## src/rtl/ble_packet_encoder_if.sv

```systemverilog
// Payload-in and byte-out streaming handshakes of the BLE packet encoder.
//   pl_byte/pl_valid/pl_ready : raw payload bytes into the encoder
//   tx_byte/tx_valid/tx_ready : framed (optionally whitened) bytes out to the serializer
// master: the host side (supplies payload, accepts tx bytes)
// slave : the encoder side
interface ble_packet_encoder_if;
    logic [7:0] pl_byte;
    logic       pl_valid;
    logic       pl_ready;
    logic [7:0] tx_byte;
    logic       tx_valid;
    logic       tx_ready;

    modport master (
        output pl_byte, pl_valid, tx_ready,
        input  pl_ready, tx_byte, tx_valid
    );

    modport slave (
        input  pl_byte, pl_valid, tx_ready,
        output pl_ready, tx_byte, tx_valid
    );
endinterface

```

## src/rtl/ble_packet_encoder.sv

```systemverilog
// BLE link-layer packet encoder (transmit side).
// Emits preamble, access address, header, payload and CRC-24 as a byte stream.
// CRC covers the raw header and payload; optional whitening covers header, payload and CRC.
// Ports:
//   clk, rst_n      : clock, asynchronous active-low reset
//   start           : request a packet (accepted only when idle)
//   hdr_in          : header byte, [5:0] = payload length (clamped to MAX_LEN)
//   whiten_en       : whitening enable, sampled with start
//   bus (slave)     : payload input stream and tx byte output stream
//   busy            : packet in progress
//   done            : one-cycle pulse after the last CRC byte is accepted
//   tx_state        : current state code
module ble_packet_encoder #(
    parameter logic [31:0] ACCESS_ADDR = 32'h8E89BED6,
    parameter logic [23:0] CRC_INIT    = 24'h555555,
    parameter int unsigned MAX_LEN     = 37
) (
    input  logic                       clk,
    input  logic                       rst_n,
    input  logic                       start,
    input  logic [7:0]                 hdr_in,
    input  logic                       whiten_en,
    ble_packet_encoder_if.slave        bus,
    output logic                       busy,
    output logic                       done,
    output logic [7:0]                 tx_state
);

    typedef enum logic [7:0] {
        StIdle     = 8'd0,
        StPreamble = 8'd1,
        StAccess   = 8'd2,
        StHeader   = 8'd3,
        StPayload  = 8'd4,
        StCrc      = 8'd5
    } state_e;

    localparam logic [5:0] MaxLen   = 6'(MAX_LEN);
    // Preamble alternates starting with the same bit value as the first access-address bit.
    localparam logic [7:0] Preamble = ACCESS_ADDR[0] ? 8'h55 : 8'hAA;

    state_e      state_q;
    logic [7:0]  hdr_q;
    logic        wen_q;
    logic [5:0]  len_q;
    logic [5:0]  idx_q;
    logic [23:0] crc_q;
    logic [6:0]  lfsr_q;
    logic [7:0]  tx_byte_q;
    logic        tx_valid_q;

    logic        wbit;
    logic [7:0]  mask;
    logic [6:0]  lfsr_nxt;
    logic        accept;
    logic        pl_take;
    logic [5:0]  len_in;

    function automatic logic [23:0] crc_byte(input logic [23:0] c, input logic [7:0] b);
        logic [23:0] r;
        logic        fb;
        r = c;
        for (int i = 0; i < 8; i++) begin
            fb = r[23] ^ b[i];
            r  = {r[22:0], 1'b0} ^ (fb ? 24'h00065B : 24'h000000);
        end
        return r;
    endfunction

    function automatic logic [7:0] access_byte(input logic [1:0] i);
        logic [7:0] b;
        case (i)
            2'd0:    b = ACCESS_ADDR[7:0];
            2'd1:    b = ACCESS_ADDR[15:8];
            2'd2:    b = ACCESS_ADDR[23:16];
            default: b = ACCESS_ADDR[31:24];
        endcase
        return b;
    endfunction

    always_comb begin
        wbit     = lfsr_q[6] ^ lfsr_q[3];
        mask     = wen_q ? {8{wbit}} : 8'h00;
        lfsr_nxt = {lfsr_q[5:0], wbit};
        accept   = tx_valid_q & bus.tx_ready;
        pl_take  = bus.pl_valid & bus.pl_ready;
        len_in   = (hdr_in[5:0] > MaxLen) ? MaxLen : hdr_in[5:0];
    end

    // Payload is pulled only while bytes remain and the output register frees up this cycle.
    assign bus.pl_ready = (state_q == StPayload) && (idx_q != len_q) &&
                          (!tx_valid_q || bus.tx_ready);
    assign bus.tx_byte  = tx_byte_q;
    assign bus.tx_valid = tx_valid_q;
    assign tx_state     = state_q;

    // LFSR/CRC advance when a byte is loaded into the output register; the count per
    // accepted byte is the same and stalls never reload, so nothing advances twice.
    always_ff @(posedge clk or negedge rst_n) begin
        if (!rst_n) begin
            state_q    <= StIdle;
            hdr_q      <= 8'h00;
            wen_q      <= 1'b0;
            len_q      <= 6'd0;
            idx_q      <= 6'd0;
            crc_q      <= CRC_INIT;
            lfsr_q     <= 7'h40;
            tx_byte_q  <= 8'h00;
            tx_valid_q <= 1'b0;
            busy       <= 1'b0;
            done       <= 1'b0;
        end else begin
            done <= 1'b0;
            case (state_q)
                StIdle: begin
                    if (start) begin
                        hdr_q      <= hdr_in;
                        wen_q      <= whiten_en;
                        len_q      <= len_in;
                        crc_q      <= CRC_INIT;
                        lfsr_q     <= 7'h40;
                        idx_q      <= 6'd0;
                        tx_byte_q  <= Preamble;
                        tx_valid_q <= 1'b1;
                        busy       <= 1'b1;
                        state_q    <= StPreamble;
                    end
                end
                StPreamble: begin
                    if (accept) begin
                        tx_byte_q <= access_byte(2'd0);
                        idx_q     <= 6'd0;
                        state_q   <= StAccess;
                    end
                end
                StAccess: begin
                    if (accept) begin
                        if (idx_q[1:0] == 2'd3) begin
                            tx_byte_q <= hdr_q ^ mask;
                            crc_q     <= crc_byte(crc_q, hdr_q);
                            lfsr_q    <= lfsr_nxt;
                            state_q   <= StHeader;
                        end else begin
                            idx_q     <= idx_q + 6'd1;
                            tx_byte_q <= access_byte(idx_q[1:0] + 2'd1);
                        end
                    end
                end
                StHeader: begin
                    if (accept) begin
                        idx_q <= 6'd0;
                        if (len_q == 6'd0) begin
                            tx_byte_q <= crc_q[23:16] ^ mask;
                            lfsr_q    <= lfsr_nxt;
                            state_q   <= StCrc;
                        end else begin
                            tx_valid_q <= 1'b0;
                            state_q    <= StPayload;
                        end
                    end
                end
                StPayload: begin
                    if (pl_take) begin
                        tx_byte_q  <= bus.pl_byte ^ mask;
                        tx_valid_q <= 1'b1;
                        crc_q      <= crc_byte(crc_q, bus.pl_byte);
                        lfsr_q     <= lfsr_nxt;
                        idx_q      <= idx_q + 6'd1;
                    end else if (accept) begin
                        if (idx_q == len_q) begin
                            tx_byte_q <= crc_q[23:16] ^ mask;
                            lfsr_q    <= lfsr_nxt;
                            idx_q     <= 6'd0;
                            state_q   <= StCrc;
                        end else begin
                            tx_valid_q <= 1'b0;
                        end
                    end
                end
                StCrc: begin
                    if (accept) begin
                        case (idx_q[1:0])
                            2'd0: begin
                                tx_byte_q <= crc_q[15:8] ^ mask;
                                lfsr_q    <= lfsr_nxt;
                                idx_q     <= 6'd1;
                            end
                            2'd1: begin
                                tx_byte_q <= crc_q[7:0] ^ mask;
                                lfsr_q    <= lfsr_nxt;
                                idx_q     <= 6'd2;
                            end
                            default: begin
                                tx_valid_q <= 1'b0;
                                busy       <= 1'b0;
                                done       <= 1'b1;
                                state_q    <= StIdle;
                            end
                        endcase
                    end
                end
                default: begin
                    tx_valid_q <= 1'b0;
                    busy       <= 1'b0;
                    state_q    <= StIdle;
                end
            endcase
        end
    end

endmodule

```

## src/flat_wrapper.sv

```systemverilog
// flat-port wrapper written by rule: the top's interface ports become plain ports
module ble_packet_encoder_flat 
#(
    parameter logic [31:0] ACCESS_ADDR = 32'h8E89BED6,
    parameter logic [23:0] CRC_INIT    = 24'h555555,
    parameter int unsigned MAX_LEN     = 37
)
  (clk, rst_n, start, hdr_in, whiten_en, busy, done, tx_state, bus_pl_byte, bus_pl_valid, bus_tx_ready, bus_pl_ready, bus_tx_byte, bus_tx_valid);
  ble_packet_encoder_if bus_i ();
  input  logic clk;
  input  logic rst_n;
  input  logic start;
  input  logic [7:0] hdr_in;
  input  logic whiten_en;
  output logic busy;
  output logic done;
  output logic [7:0] tx_state;
  input wire logic [$bits(bus_i.pl_byte)-1:0] bus_pl_byte;
  input wire logic [$bits(bus_i.pl_valid)-1:0] bus_pl_valid;
  input wire logic [$bits(bus_i.tx_ready)-1:0] bus_tx_ready;
  output wire logic [$bits(bus_i.pl_ready)-1:0] bus_pl_ready;
  output wire logic [$bits(bus_i.tx_byte)-1:0] bus_tx_byte;
  output wire logic [$bits(bus_i.tx_valid)-1:0] bus_tx_valid;
  assign bus_i.pl_byte = bus_pl_byte;
  assign bus_i.pl_valid = bus_pl_valid;
  assign bus_i.tx_ready = bus_tx_ready;
  assign bus_pl_ready = bus_i.pl_ready;
  assign bus_tx_byte = bus_i.tx_byte;
  assign bus_tx_valid = bus_i.tx_valid;
  ble_packet_encoder #(.ACCESS_ADDR(ACCESS_ADDR), .CRC_INIT(CRC_INIT), .MAX_LEN(MAX_LEN)) u_core (.clk(clk), .rst_n(rst_n), .start(start), .hdr_in(hdr_in), .whiten_en(whiten_en), .bus(bus_i), .busy(busy), .done(done), .tx_state(tx_state));
endmodule
```

## config.mk

```make
export PLATFORM = sky130hd
export DESIGN_NAME = ble_packet_encoder_flat
export DESIGN_NICKNAME = d
export VERILOG_FILES = /design/src/rtl/ble_packet_encoder_if.sv /design/src/rtl/ble_packet_encoder.sv /design/src/flat_wrapper.sv
export SDC_FILE = /design/constraint.sdc
export NUM_CORES = 1
export LEC_CHECK = 0
export CORE_MARGIN = 4
export CORE_UTILIZATION = 35
export CTS_CLUSTER_SIZE = 8
export DETAILED_ROUTE_END_ITERATION = 8
export GPL_TIMING_DRIVEN = 0
export HOLD_SLACK_MARGIN = 0.15
export PLACE_DENSITY = 0.54
export SLEW_MARGIN = 20
export SYNTH_ARGS = -nofsm -noshare
export SYNTH_HDL_FRONTEND = slang
export SYNTH_SLANG_ARGS = --single-unit
```

## constraint.sdc

```tcl
create_clock -name clk -period 2.3 [get_ports clk]
set_input_delay 0.46 -clock clk [delete_from_list [all_inputs] [get_ports clk]]
set_output_delay 0.46 -clock clk [all_outputs]
set_load 0.03 [all_outputs]
```

* Yosys cells after proc, flatten, opt, wreduce, memory -nomap -nowiden *
Cells that the tools add are included.

word-level totals
  register bits after elaboration = 71
  input bits = 22
  output and inout port bits = 20
  word-level logic and storage cells = 193

cells by class
  add/sub/neg operators = 2
  $lt $le $gt $ge = 1
  equal/unequal tests = 31
  mux-type cells = 82
  bitwise gates (word level) = 42
  reduce and logical (&&, ||, !) cells = 24

operator list
  operator            number
  $xor 24x24->24      16
  $mux 11             16
  $mux 8              21
  $mux 24             4
  $pmux 8 s6          2
  $pmux 24 s3         1
  $mux 7              10
  $mux 6              9
  $xor 8x8->8         5
  $pmux 7 s5          1
  $pmux 6 s5          1
  $reduce_and 10->1   3
  $pmux 7 s3          1
  $ne 2x1->1 const B  9
  $xor 1x1->1         17
  $eq 8x2->1 const B  2
  $eq 8x3->1 const B  2
  $pmux 8 s2          1
  $ne 2x2->1 const B  7
  $mux 1              12
  $pmux 6 s2          1
  $reduce_bool 5->1   2
  $reduce_and 9->1    1
  $eq 8x1->1 const B  1
  27 further kinds    37

* Depth between registers and ports, before layout *
  depth after elaboration = 27
  depth in mapped cells = 9
  gate-level depth less buffers = 8

* Worst setup path before layout *
No wires, ideal clock.

  path kind = reg-to-reg
  start point = register u_core.idx_q[0]
  end point = register u_core.lfsr_q[6]
  setup time = 0.082 ns
  data arrival time = 2.106 ns
  required time = 2.218 ns
  setup slack = 0.112 ns
  cell stages (with the launch flop) = 7
  path buffers = 1
  clock period less this slack = 2.188 ns
  path through = dfrtp_1 ha_1 clkbuf_1 o21ai_0 or3_1 a221oi_4 mux2_4

between the ends
  cells in the longest elaborated chain, start to end = 6
  elaborated cells on any way between the ends = 16
  classes of those cells = eq/ne (8); mux (2); bitwise (1); reduce/logical (5)

ends and longest elaborated chain
  item                                                              RTL line                   text
  from (decl)                                                       ble_packet_encoder.sv:46   logic [5:0] idx_q;
  from (signal assigned)                                            ble_packet_encoder.sv:144  idx_q <= idx_q + 6'd1;
  from (signal assigned)                                            ble_packet_encoder.sv:168  idx_q <= idx_q + 6'd1;
  $ne 6x6->1                                                        ble_packet_encoder.sv:91   assign bus.pl_ready = (state_q == StPayload) && (idx_q != len_q) &&
  $logic_and 1x1->1 (2 in a row)                                    ble_packet_encoder.sv:91
  $and 1x1->1                                                       ble_packet_encoder.sv:86   pl_take = bus.pl_valid & bus.pl_ready;
  $ne 3x2->1 (no source line), or another cell as far along         --
  $reduce_and 10->1 (no source line) or $pmux 7 s5 (tied branches)  --
  to (signal assigned)                                              ble_packet_encoder.sv:141  lfsr_q <= lfsr_nxt;
  to (signal assigned)                                              ble_packet_encoder.sv:154  lfsr_q <= lfsr_nxt;
  to (signal assigned)                                              ble_packet_encoder.sv:167  lfsr_q <= lfsr_nxt;
  to (decl)                                                         ble_packet_encoder.sv:48   logic [6:0] lfsr_q;

Parallel ways exist; a longest one is shown, timed or not.
A chain may end at the register's enable or synchronous reset.

* Worst setup path after layout *
  start point = input port bus_pl_byte[3]
  end point = register u_core.crc_q[8]

between the ends
  cells in the longest elaborated chain, start to end = 9

ends and longest elaborated chain
  item                         RTL line                   text
  from (decl)                  flat_wrapper.sv:18         input wire logic [$bits(bus_i.pl_byte)-1:0] bus_pl_byte;
  $xor 1x1->1                  ble_packet_encoder.sv:64   fb = r[23] ^ b[i];
  $mux 11                      ble_packet_encoder.sv:65   r = {r[22:0], 1'b0} ^ (fb ? 24'h00065B : 24'h000000);
  $xor 24x24->24 (5 in a row)  ble_packet_encoder.sv:65
  $mux 24                      ble_packet_encoder.sv:163  if (pl_take) begin
  $pmux 24 s3                  ble_packet_encoder.sv:114  case (state_q)
  to (signal assigned)         ble_packet_encoder.sv:140  crc_q <= crc_byte(crc_q, hdr_q);
  to (signal assigned)         ble_packet_encoder.sv:166  crc_q <= crc_byte(crc_q, bus.pl_byte);
  to (decl)                    ble_packet_encoder.sv:47   logic [23:0] crc_q;

No other way between the ends. The select of a mux whose other input is x is not followed.

==> out/metrics.cfg <==
[routing]
wl_per_cell_um = 19.75
drt_iter0_drc = 421
finalWirelength_mm = 16.22
avgViaCountPerCell = 5.499
route.detailed.drc = 0
ant_nets = 0
vias = 4515
first_pass_iters = 6

[sta]
clock_skew_ns = 0.006338
finalSetupTns_ns = 0
final-setup-viol-count = 0
slew_headroom_pct = 60.43
max_freq_mhz = 439.2
finalCritPeriodShare_pct = 99.00
worstMarginPinSlew_ns = 0.5894
finalCriticalPeriod_ns = 2.277
slew_violations = 0
hold_violations = 0

[global_routing]
grt-busiest-layer = met1
grt_max_degree = 36
track_usage_pct = 20.30
grt_use_met2_pct = 29.33
grt_pass1_wl_mm = 25.41
grt_use_met3_pct = 3.250
grt-ovfl-total = 0
grt.met1_usage_pct = 29.64
antenna_found_initial = 0
grt_pass1_vias = 4428

[power]
power.total_w = 0.01167
p_int_w = 0.005996
clkPwrFrac_pct = 11.6
p_leak_nw = 2.486
switchingPower_w = 0.005672
p_per_area_nw_per_um2 = 1841
seq_power_share_pct = 20.2
ir_worst_vdd_uv = 472.6
power_switching_share_pct = 48.61
comb_power_share_pct = 68.2

[run_status]
status = complete, no violations

[layout]
layout.area.seq_um2 = 1670
mostFrequentLayoutCells = nand2_1 (79), xnor2_1 (66), dfrtp_1 (51)
stdcell_count = 821
antenna_cells = 0
multiInputGateArea_um2 = 3366
final_nets = 664
area_growth_pct = 25.61
num-fill-cells = 1369
fin_util_pct = 45.31
final_common_cell = nand2_1
drive_gt1_share_pct = 21.06

[die]
die_w_um = 128.1
die-area_um2 = 16400
start_util_pct = 36.07
fp.dieH_um = 128.1
rows = 43
io_pins = 42
coreArea_um2 = 13990

[cts]
numCtsBuffers = 9
htreeDepth = 3
cts_sinks = 66
cts_tree = built
cts.path.max_buffers = 2
clkSlewWorstSetupHoldPaths_ns = 0.05
clock_latency_ns = 0.35
cts_root_buf = clkbuf_16

[worst_setup_path]
endpoint_kind = register
cp.required_ns = 2.57
startpoint_type = input pin
worstPathMaxFanout = 4
reg2reg_from = u_core.len_q[1]
cp-startpoint = bus_pl_byte[3]
cp.arrival_ns = 2.55
worstSetupPathType = in -> reg

[flow_run]
cap_violations = 0

[placed_design]
dp_hpwl_mm = 11.93
dp_cells = 794
gp_congestion = 0.9153
portBuffers = 36

[yosys]
synth_seq_cells = 66
synthTopCellsByArea = dfrtp_1 (26%), xnor2_1 (12%), dfstp_2 (6.8%)
netlist_area_um2 = 5046
syn_inst = 573
synth_ff_type = dfrtp_1
ys_warn_count = 0
async_flop_share_pct = 100.0
synth_edf_count = 0
synth_top_area_share_pct = 26.28
ys_seq_area_share_pct = 33.05
yosysTopAreaCell = dfrtp_1
yosysUniqueCellTypes = 76
syn_area_per_cell_um2 = 8.806

[min_path]
holdCritStartpoint = u_core.crc_q[8]
hold_path.class = reg -> reg

[Yosys cell counts (3+ instances only)]
library cell	instances
nand2b_1	3
mux2_2	4
clkbuf_1	15
a22oi_1	6
ha_1	6
a211oi_1	7
mux2i_1	15
o221ai_1	7
nor2b_1	5
o211ai_1	3
and2_1	3
or2_2	3
o22ai_1	4
nand2_1	81
o21ai_0	41
xor2_1	31
a31oi_1	7
a21oi_1	29
a21boi_0	4
nor2_1	34
buf_2	11
buf_6	3
and3_1	3
a221o_1	5
xnor2_1	68
xnor2_2	5
nor3_1	10
dfrtp_1	53
inv_1	17
nand3_1	12
dfstp_2	13
a22o_1	4
buf_4	7
o21ai_1	4
[per-layer routing]
layer | vias up | wire (um)
met4 | 0 | 495
li1 | 2122 | -
met2 | 175 | 7087
met5 | - | 0
met1 | 2187 | 7566
met3 | 31 | 1069
[power by group through the flow]
stage,Combinational (W),Sequential (W),Clock [W]
floorplan,0.00538,0.00235,0
detailed placement,0.00722,0.00233,0
CTS,0.00754,0.00234,0.00138
finish,0.00796,0.00236,0.00135
global route,0.00858,0.00243,0.00144
global placement,0.00717,0.00232,0
[area by class of cell]
type,count,area share (%)
clock inverter,1,0.1184
timing repair buffer,49,7.758
tap,180,3.553
multi-input combinational,457,53.10
sequential,66,26.35
clock buffer,15,4.540
inverter,17,1.007
buffer,36,3.573
[flip-flops by register name, indices dropped and copies added (netlist names)]
name,flops
u_core.len_q,6
u_core.crc_q,24
u_core.bus.tx_byte,8
u_core.wen_q,1
u_core.hdr_q,8
u_core.done,1
u_core.bus.tx_valid,1
u_core.idx_q,6
u_core.lfsr_q,7
u_core.tx_state,3
u_core.busy,1
[kinds of logic (layout without fill, tap and decap cells)]
logic type | Yosys count | count (layout) | synth area share [%]
simple gates | 172 | 172 | 16.04
compound gates | 148 | 148 | 20.26
xor+xnor | 106 | 106 | 19.66
flops | 66 | 66 | 33.05
buf+inv | 54 | 118 | 5.256
mux | 20 | 20 | 4.165
fa+ha+maj | 6 | 6 | 1.488
other cells | 1 | 5 | 0.07431
[stage by stage]
stage                     setup WS (ns)  instance area [um2]  hold WS, ns
after floorplan                  0.1122                 5061       0.1644
after global routing           -0.03397                 6339       0.5176
final                           0.02301                 6339       0.4850
after CTS                      0.005328                 6121       0.4863
after global placement           -1.456                 5647       0.4771
after detailed placement        -0.4471                 5664       0.4341
[critical path, cell delays in order]
cell and delay, ns:
clkdlybuf4s50_1 0.48, xnor2_1 0.49, xor2_2 0.22, xnor2_1 0.38, xnor2_1 0.11, o221a_2 0.28
o21ai_1 0.13
[worst paths after layout]
kind,to,slack (ns),cells past startpoint
min in group asynchronous,u_core.crc_q[19],0.60,2
min,u_core.crc_q[8],0.48,2
min reg2reg,u_core.crc_q[8],0.48,2
max in group asynchronous,u_core.crc_q[8],1.10,3
max reg2reg,u_core.bus.tx_byte[5],0.03,8
max,u_core.crc_q[8],0.02,7
[what timing repair did]
item | in CTS | in global routing
hold buffers | 1 | 0
gates cloned | 0 | 1
pin swaps | 3 | 7
setup buffers | 7 | 3
endpoints found under the setup margin | 45 | 42
resized for setup | 31 | 46
endpoints found under the hold margin | 26 | 0
(Power assumes the default switching activity.)
